## config.mk

```make
export PLATFORM = sky130hd
export DESIGN_NAME = uart_ctrl
export DESIGN_NICKNAME = d
export VERILOG_FILES = /design/src/rtl/uart_ctrl.sv
export SDC_FILE = /design/constraint.sdc
export NUM_CORES = 1
export LEC_CHECK = 0
export BUFFER_PORTS_ARGS = -buffer_cell sky130_fd_sc_hd__buf_2
export CAP_MARGIN = 20
export CORE_UTILIZATION = 59
export DETAILED_ROUTE_END_ITERATION = 12
export PLACE_DENSITY_LB_ADDON = 0.2
export SYNTH_ARGS = -nofsm -noshare
export SYNTH_HDL_FRONTEND = slang
export SYNTH_SLANG_ARGS = --single-unit
```

## constraint.sdc

```tcl
create_clock -name clk_in -period 3.2 [get_ports clk_in]
set_input_delay 0.16 -clock clk_in [delete_from_list [all_inputs] [get_ports clk_in]]
set_output_delay 0.16 -clock clk_in [all_outputs]
set_load 0.005 [all_outputs]
```

## src/rtl/uart_ctrl.sv

```systemverilog
// UART register-bus controller: programs divisor/LCR, then polls LSR
// to move bytes from a small TX FIFO into THR and from RBR to rx_data_o.
module uart_ctrl #(
  parameter logic [15:0] DIVISOR   = 16'd27,
  parameter logic [7:0]  LCR_VAL   = 8'h03,
  parameter int          TXQ_DEPTH = 4
) (
  input  logic       clk_in,
  input  logic       rst,
  input  logic       tx_valid_i,
  input  logic [7:0] tx_data_i,
  output logic       tx_ready_o,
  output logic       rx_valid_o,
  output logic [7:0] rx_data_o,
  input  logic       rx_ready_i,
  output logic       uart_wen_o,
  output logic       uart_ren_o,
  output logic [2:0] uart_addr_o,
  output logic [7:0] uart_wdata_o,
  input  logic [7:0] uart_rdata_i,
  output logic       init_done_o
);

  localparam int PW = $clog2(TXQ_DEPTH);
  localparam int CW = PW + 1;

  typedef enum logic [3:0] {
    INIT_LCRD,
    INIT_DLL,
    INIT_DLM,
    INIT_LCR,
    POLL_REQ,
    POLL_CHK,
    RD_REQ,
    RD_CAP,
    WR_THR
  } state_e;

  state_e          state_q, state_d;
  logic            wen_q, wen_d;
  logic            ren_q, ren_d;
  logic [2:0]      addr_q, addr_d;
  logic [7:0]      wdata_q, wdata_d;
  logic            init_done_q, init_done_d;
  logic            rx_valid_q, rx_valid_d;
  logic [7:0]      rx_data_q, rx_data_d;
  logic [7:0]      mem_q [TXQ_DEPTH];
  logic [7:0]      mem_d [TXQ_DEPTH];
  logic [PW-1:0]   wr_ptr_q, wr_ptr_d;
  logic [PW-1:0]   rd_ptr_q, rd_ptr_d;
  logic [CW-1:0]   cnt_q, cnt_d;
  logic            push, pop, rx_free;

  assign tx_ready_o   = init_done_q && (cnt_q < CW'(TXQ_DEPTH));
  assign rx_valid_o   = rx_valid_q;
  assign rx_data_o    = rx_data_q;
  assign uart_wen_o   = wen_q;
  assign uart_ren_o   = ren_q;
  assign uart_addr_o  = addr_q;
  assign uart_wdata_o = wdata_q;
  assign init_done_o  = init_done_q;

  always_comb begin
    push        = tx_valid_i && tx_ready_o;
    pop         = (state_q == WR_THR);
    rx_free     = !rx_valid_q || rx_ready_i;
    state_d     = state_q;
    init_done_d = init_done_q;
    rx_valid_d  = rx_valid_q && !rx_ready_i;
    rx_data_d   = rx_data_q;
    mem_d       = mem_q;
    wr_ptr_d    = wr_ptr_q;
    rd_ptr_d    = rd_ptr_q;
    cnt_d       = cnt_q;
    wen_d       = 1'b0;
    ren_d       = 1'b0;
    addr_d      = 3'd0;
    wdata_d     = 8'h00;

    // Reset leaves LCRD with its strobe low; the strobe marks it as issued.
    unique case (state_q)
      INIT_LCRD: if (wen_q) state_d = INIT_DLL;
      INIT_DLL:  state_d = INIT_DLM;
      INIT_DLM:  state_d = INIT_LCR;
      INIT_LCR: begin
        state_d     = POLL_REQ;
        init_done_d = 1'b1;
      end
      POLL_REQ:  state_d = POLL_CHK;
      POLL_CHK: begin
        if (uart_rdata_i[0] && rx_free)
          state_d = RD_REQ;
        else if (uart_rdata_i[5] && cnt_q != '0)
          state_d = WR_THR;
        else
          state_d = POLL_REQ;
      end
      RD_REQ:    state_d = RD_CAP;
      RD_CAP: begin
        state_d    = POLL_REQ;
        rx_valid_d = 1'b1;
        rx_data_d  = uart_rdata_i;
      end
      WR_THR:    state_d = POLL_REQ;
      default:   state_d = INIT_LCRD;
    endcase

    unique case (state_d)
      INIT_LCRD: begin
        wen_d   = 1'b1;
        addr_d  = 3'd3;
        wdata_d = 8'h80 | LCR_VAL;
      end
      INIT_DLL: begin
        wen_d   = 1'b1;
        addr_d  = 3'd0;
        wdata_d = DIVISOR[7:0];
      end
      INIT_DLM: begin
        wen_d   = 1'b1;
        addr_d  = 3'd1;
        wdata_d = DIVISOR[15:8];
      end
      INIT_LCR: begin
        wen_d   = 1'b1;
        addr_d  = 3'd3;
        wdata_d = LCR_VAL;
      end
      POLL_REQ: begin
        ren_d  = 1'b1;
        addr_d = 3'd5;
      end
      RD_REQ: begin
        ren_d  = 1'b1;
        addr_d = 3'd0;
      end
      WR_THR: begin
        wen_d   = 1'b1;
        addr_d  = 3'd0;
        wdata_d = mem_q[rd_ptr_q];
      end
      default: ;
    endcase

    if (push) begin
      mem_d[wr_ptr_q] = tx_data_i;
      wr_ptr_d        = wr_ptr_q + PW'(1);
    end
    if (pop) rd_ptr_d = rd_ptr_q + PW'(1);
    if (push && !pop)
      cnt_d = cnt_q + CW'(1);
    else if (pop && !push)
      cnt_d = cnt_q - CW'(1);
  end

  always_ff @(posedge clk_in) begin
    if (rst) begin
      state_q     <= INIT_LCRD;
      wen_q       <= 1'b0;
      ren_q       <= 1'b0;
      addr_q      <= 3'd0;
      wdata_q     <= 8'h00;
      init_done_q <= 1'b0;
      rx_valid_q  <= 1'b0;
      rx_data_q   <= 8'h00;
      wr_ptr_q    <= '0;
      rd_ptr_q    <= '0;
      cnt_q       <= '0;
    end else begin
      state_q     <= state_d;
      wen_q       <= wen_d;
      ren_q       <= ren_d;
      addr_q      <= addr_d;
      wdata_q     <= wdata_d;
      init_done_q <= init_done_d;
      rx_valid_q  <= rx_valid_d;
      rx_data_q   <= rx_data_d;
      mem_q       <= mem_d;
      wr_ptr_q    <= wr_ptr_d;
      rd_ptr_q    <= rd_ptr_d;
      cnt_q       <= cnt_d;
    end
  end

endmodule

```

==> metrics.md, run 1 <==
| Metric | Value |
|---|---|
| DRC | 0 |
| Fin nets | around 270 |
| Critical Path AT | 2.38 ns |
| Largest area contributor in the netlist | edfxtp_1 |
| Largest net degree at the start of global routing | 31 |
| Max-cap check violation count | 0 |
| H-tree levels | 3 |
| Leakage power total | 0.001136 µW |
| Setup crit end kind | flip-flop |
| Vias | approximately 1,600 |
| Crit-path max FO | 10 |
| Minimum clock period | 2.121 ns |
| Vias in the first global route | approximately 1,400 |
| Quantity of gates resized following cts | 0 |
| Total Power | 1681 µW |
| ANT nets after route | 0 |
| Gate Count Post-Synth | a little under 200 |
| Root Buffer | clkbuf_8 |
| Core Area | just over 4000 µm² |
| CP startpoint kind | flip-flop |
| Worst Path Required | between 3 and 4 ns |
| Setup TNS Final | 0 ns |
| Slew Limit Headroom | a little under three fifths |
| Synthesized area | roughly 2500 µm² |
| Run status | complete, no violations |
| Clock Skew | ~0.0055 ns |
| Gpl congestion | between 0.8 and 0.9 |
| Synthesized area per cell | ~13 µm² |
| Hold WC Path Type | in -> reg |
| Final Cycle Share | between 60 and 70% |
| Least-Margin Pin Slew | roughly 0.64 ns |
| DIE HEIGHT | around 67 µm |
| P&R area growth vs syn | 16.60% |
| Clock transition at path regs | approximately 0.070 ns |
| Clock power share | between 30 and 40% |
| Die W | 67.32 µm |
| Leading cell types in the layout, fill and taps excluded | 43 x buf_2, 34 x dfxtp_1, 32 x edfxtp_1 |
| Deepest clock path buffer count | 2 |
| Syn Nets | around 220 |
| Cell Int Power | ~1300 µW |
| Largest cells by area after synthesis | edfxtp_1 38%, dfxtp_1 27%, mux4_2 7.2% |
| RSZ-0062 raised after global routing | no |
| # rows | 23 |
| Fin worst setup slack | around 1.1 ns |
| Sequential area share after synthesis | around two thirds |
| DRT met1 WL | roughly 2.0 mm |
| Hold-fix buffers at CTS | 0 |
| Worst IR Drop VDD | approximately 400 µV |
| Post-CTS setup buffers | 0 |
| Switch Pwr | 356.5 µW |
| Final Setup Violations | 0 |
| Diode count | 0 |
| Global route overflow | 0 |
| Flop pwr share | 55.1% |
| Combinational power share | under 10% |
| Top Ports | 44 |
| CTS tree | yes |
| First-pass iteration count of the detailed router | 4 |
| GRT Resource Usage Total | 21.08% |
| Dpl hpwl | 2.838 mm |
| Synth top area share | approximately two fifths |
| Dpl cells | 280 |
| Initial core utilization | between 60% and 70% |
| Commonest non-fill, non-tap cell in the layout | buf_2 |
| Fraction of layout cells with a size suffix above 1 | between 20% and 30% |
| First-pass GRT wire length | about 6.6 mm |
| Fin. max-slew vios | 0 |
| Clock sink total | 66 |
| Routed wire length | approximately 4.2 mm |
| Fmax | 0.4714 GHz |
| Die area | ~4500 µm² |
| Synth warnings | 0 |
| Drt via density | roughly 5.4 |
| Initial antenna violation count | 0 |
| Seq cells post-synth | 66 |
| Dpl ws | between 1 and 1.5 ns |
| Num CTS Buffers | 9 |
| Uppermost layer routed | met4 |
| DR iter-0 viols | 85 |
| Final Hold Vio Count | 0 |
| Switching portion of total power | 21.21% |
| WL met3 | between 150 and 200 µm |
| Metal2 WL | slightly below 2 mm |
| Routed len/inst | about 14 µm |
| IO Port Bufs | 43 |
| P per Cell Area | roughly 570 nW/µm² |
| Synth cell types | 32 |
| Fin cells | approximately 300 |
| Worst skew pair latency | around 0.33 ns |
| Crit path kind | reg -> reg |
==> power groups by stage <==
stage / sequential, µW / combinational, µW / clock (µW)
after detailed placement: 944 / 103 / 0
after floorplan: 936 / 69.6 / 0
final: 926 / 104 / 652
after CTS: 926 / 105 / 664
after global placement: 943 / 102 / 0
after global routing: 930 / 116 / 698
==> final cells by class <==
type / instances / area [µm²]
clock buffer: 11 / 141.4
clock inverter: 5 / 45.04
fill: 285 / 1122
inverter: 7 / 26.28
multi-input combinational: 114 / 803.3
sequential: 66 / 1642
tap: 50 / 62.56
timing repair buffer: 43 / 215.2
==> worst max-delay path, stage by stage (launching register included) <==
cell	delay [ns]
dfxtp_1	0.52
nor3_1	0.13
nand2_1	0.17
ha_1	0.22
inv_1	0.06
fa_1	0.37
xor2_1	0.16
or3_1	0.30
a21oi_1	0.13
==> per-layer routing <==
metal | up-vias | global-route usage [%]
met5 | - | 0
met4 | 0 | 11.97
met3 | 8 | 6.250
met2 | 46 | 30.50
met1 | 760 | 28.25
li1 | 777 | -
==> kinds of logic (layout without fill, tap and decap cells) <==
group | Yosys count | count (layout) | synth area share, %
compound gates | 28 | 28 | 6.362
flops | 66 | 66 | 65.21
mux | 9 | 9 | 7.555
buf+inv | 17 | 66 | 2.883
simple gates | 65 | 65 | 12.62
fa+ha+maj | 6 | 6 | 3.280
xor+xnor | 6 | 6 | 2.087
==> per-stage QoR <==
step                      utilization (%)  cell area (µm²)  hold WS (ns)
after floorplan                         -             2517        0.2589
after global placement              67.75             2749        0.3761
after detailed placement            67.75             2749        0.3844
after CTS                           72.34             2935       0.03730
after global routing                72.34             2935       0.04214
final                               72.34             2935       0.04753
==> final timing paths <==
kind	start	endpoint	slack (ns)	cells after the start
worst max register to register	state_q[1]	cnt_q[2]	1.08	8
worst max-delay path	state_q[1]	cnt_q[2]	1.08	8
worst min-delay path	tx_data_i[5]	mem_q[13]	0.05	1
worst min register to register	rx_data_o[7]	rx_data_o[7]	0.45	2
==> synthesized netlist by cell type, drive strengths merged <==
cell,n
dfxtp,34
edfxtp,32
nand2,26
a21oi,17
nor2,14
mux4,8
inv,7
nor2b,6
o21ai,6
and2,5
buf,5
clkbuf,5
ha,5
xor2,5
nor3,4
nand3,3
nand2b,2
a211oi,1
a221oi,1
a31oi,1
and3,1
fa,1
mux2i,1
nand3b,1
nor4,1
o21bai,1
o31a,1
or3,1
or4,1
xnor2,1
==> registers in the layout, summed over array words and instances (netlist names), 2 cells and up <==
| signal | cells |
|---|---|
| rx_data_o | 8 |
| state_q | 4 |
| wr_ptr_q | 2 |
| rd_ptr_q | 2 |
| cnt_q | 3 |
| uart_addr_o | 3 |
| mem_q | 32 |
| uart_wdata_o | 8 |
No activity file was read; power rests on OpenSTA's default activity.
==> run 2, diff against run 1 <==
Settings changed: CORE_UTILIZATION 59 to 54.
Clock period 3.2 ns to 2.2 ns, I/O delays scaled along.
==> metrics.md, run 2 (synthesis results as in run 1) <==
| Metric | Value |
|---|---|
| Worst skew pair latency | 0.33 ns (about the same) |
| Slew Limit Headroom | 58.55% (was 57.53%) |
| Setup crit end kind | flip-flop (unchanged) |
| Fin area | 3131 µm² (was 2935 µm²) |
| Fin nets | 283 (was 267) |
| Clock Skew | 0.009098 ns (was 0.005470 ns) |
| Die W | 70.28 µm (was 67.32 µm) |
| Largest net degree at the start of global routing | 30 (was 31) |
| Worst IR Drop VDD | 447.6 µV (was 403.0 µV) |
| Worst r2r src | init_done_o (was state_q[1]) |
| Crit path launch | init_done_o (was state_q[1]) |
| Leakage power total | 0.001230 µW (was 0.001136 µW) |
| P per Cell Area | 846.0 nW/µm² (was 572.7 nW/µm²) |
| Placed cell area | 2811 µm² (was 2749 µm²) |
| Run status | complete, no violations (unchanged) |
| Final Cycle Share | 92.34% (was 66.30%) |
| Setup crit end | cnt_q[2] (unchanged) |
| H-tree levels | 3 (unchanged) |
| DIE HEIGHT | 70.28 µm (was 67.32 µm) |
| Drt via density | 5.277 (was 5.375) |
| DR iter-0 viols | 117 (was 85) |
| Initial antenna violation count | 0 (unchanged) |
| Routed wire length | 4.626 mm (was 4.175 mm) |
| Biggest register | mem_q (unchanged) |
| Routed len/inst | 14.73 µm (was 14.10 µm) |
| GRT Resource Usage Total | 20.43% (was 21.08%) |
| Max FFs per register | 32 (unchanged) |
| # rows | 24 (was 23) |
| First-pass iteration count of the detailed router | 4 (unchanged) |
| Deepest clock path buffer count | 2 (unchanged) |
| Top Ports | 44 (unchanged) |
| Worst Hold Margin | 0.01434 ns (was 0.04753 ns) |
| Switching portion of total power | 21.58% (was 21.21%) |
| Hold WC Path Type | in -> reg (unchanged) |
| Diode count | 0 (unchanged) |
| Die area | 4939 µm² (was 4532 µm²) |
| ANT nets after route | 0 (unchanged) |
| IO Port Bufs | 43 (unchanged) |
| Dpl hpwl | 3.128 mm (was 2.838 mm) |
| First-pass GRT wire length | 7.445 mm (was 6.582 mm) |
| Crit Reg-Reg Endpoint | cnt_q[2] (unchanged) |
| Crit path kind | reg -> reg (unchanged) |
| Fin. max-slew vios | 0 (unchanged) |
| Gpl congestion | 0.7870 (was 0.8533) |
| Fmax | 0.4922 GHz (was 0.4714 GHz) |
| Vias in the first global route | 1,605 (was 1,407) |
| CP startpoint kind | flip-flop (unchanged) |
| Cell Int Power | 2077 µW (was 1325 µW) |
| Critical Path AT | 2.29 ns (was 2.38 ns) |
| Combinational power share | 7.3% (was 6.2%) |
| CTS tree | yes (unchanged) |
| Worst Path Required | 2.46 ns (was 3.46 ns) |
| Worst-case reg-to-reg path depth | 9 (was 8) |
| Commonest non-fill, non-tap cell in the layout | buf_2 (unchanged) |
| Num CTS Buffers | 9 (unchanged) |
| Leading cell types in the layout, fill and taps excluded | 43 x buf_2, 34 x dfxtp_1, 32 x edfxtp_1 (unchanged) |
| Fraction of layout cells with a size suffix above 1 | 31.68% (was 26.83%) |
| Final Hold Vio Count | 0 (unchanged) |
| Global route overflow | 0 (unchanged) |
| Least-Margin Pin Slew | 0.6153 ns (was 0.6362 ns) |
| Minimum clock period | 2.032 ns (was 2.121 ns) |
| Crit-path max FO | 4 (was 10) |
| Flop pwr share | 50.3% (was 55.1%) |
| R2R setup slack | 0.17 ns (was 1.08 ns) |
| Root Buffer | clkbuf_8 (unchanged) |
| Switch Pwr | 571.6 µW (was 356.5 µW) |
| Final Setup Violations | 0 (unchanged) |
| Setup TNS Final | 0 ns (unchanged) |
| RSZ-0062 raised after global routing | no (unchanged) |
| Initial core utilization | 57.03% (was 62.04%) |
| Clock transition at path regs | 0.07 ns (about the same) |
| Clock sink total | 66 (unchanged) |
| Clock power share | 42.4% (was 38.8%) |
| DRC | 0 (unchanged) |
| P&R area growth vs syn | 24.35% (was 16.60%) |
| Core Area | 4414 µm² (was 4058 µm²) |
| Vias | 1,657 (was 1,591) |
| Max-cap check violation count | 0 (unchanged) |
==> run 2: final cells by class <==
class	instances	area [µm²]
inverter	7	26.28
clock buffer	10	137.6
multi-input combinational	114	814.5
timing repair buffer	59	355.3
clock inverter	6	90.09
tap	52	65.06
fill	303	1284
sequential	66	1642
==> run 2: how the worst min path moves through the flow <==
stage	endpoint	depth (start not counted)	slack [ns]	start
global placement	mem_q[0]	1	0.33	tx_data_i[0]
finish	mem_q[14]	1	0.01	tx_data_i[6]
floorplan	mem_q[0]	0	0.21	tx_data_i[0]
detailed placement	mem_q[13]	1	0.33	tx_data_i[5]
CTS	mem_q[30]	1	0.0001	tx_data_i[6]
global route	mem_q[2]	1	0.0008	tx_data_i[2]
==> run 2: repair_timing <==
| item | CTS | global route |
|---|---|---|
| hold endpoints to repair | 26 | 0 |
| endpoints found under the setup margin | 0 | 1 |
| gates resized for setup | 0 | 4 |
| buffers inserted | 0 | 0 |
| hold buffers | 8 | 0 |
==> run 2: critical path, cell delays in order (launching register included) <==
cell and delay (ns):
dfxtp_1 0.34, nor2b_2 0.17, nand2_2 0.09, inv_1 0.10, ha_2 0.20, inv_1 0.05
fa_1 0.38, xor2_1 0.17, or3_1 0.33, a21oi_2 0.14
==> run 2: through the flow <==
| step | setup slack (ns) | power (µW) | util [%] | cells |
|---|---|---|---|---|
| floorplan | 0.2442 | 1462 | - | 197 |
| global placement | 0.2716 | 1534 | 63.69 | 290 |
| global route | 0.02697 | 2739 | 70.92 | 314 |
| CTS | 0.1192 | 2662 | 70.66 | 314 |
| detailed placement | 0.1579 | 1539 | 63.69 | 290 |
| finish | 0.1685 | 2648 | 70.92 | 314 |
==> run 2: power groups by stage <==
stage / logic (µW) / registers (µW) / clock network [µW]
after global placement: 175 / 1360 / 0
after floorplan: 101 / 1360 / 0
final: 193 / 1330 / 1120
after global routing: 214 / 1340 / 1190
after CTS: 190 / 1330 / 1140
after detailed placement: 178 / 1360 / 0
==> run 2: layer usage <==
layer	track usage, %	vias up	wire length [µm]
li1	-	809	-
met1	26.55	792	2016
met2	32.80	54	2336
met3	5.339	2	253
met4	8.000	0	19
met5	0	-	0
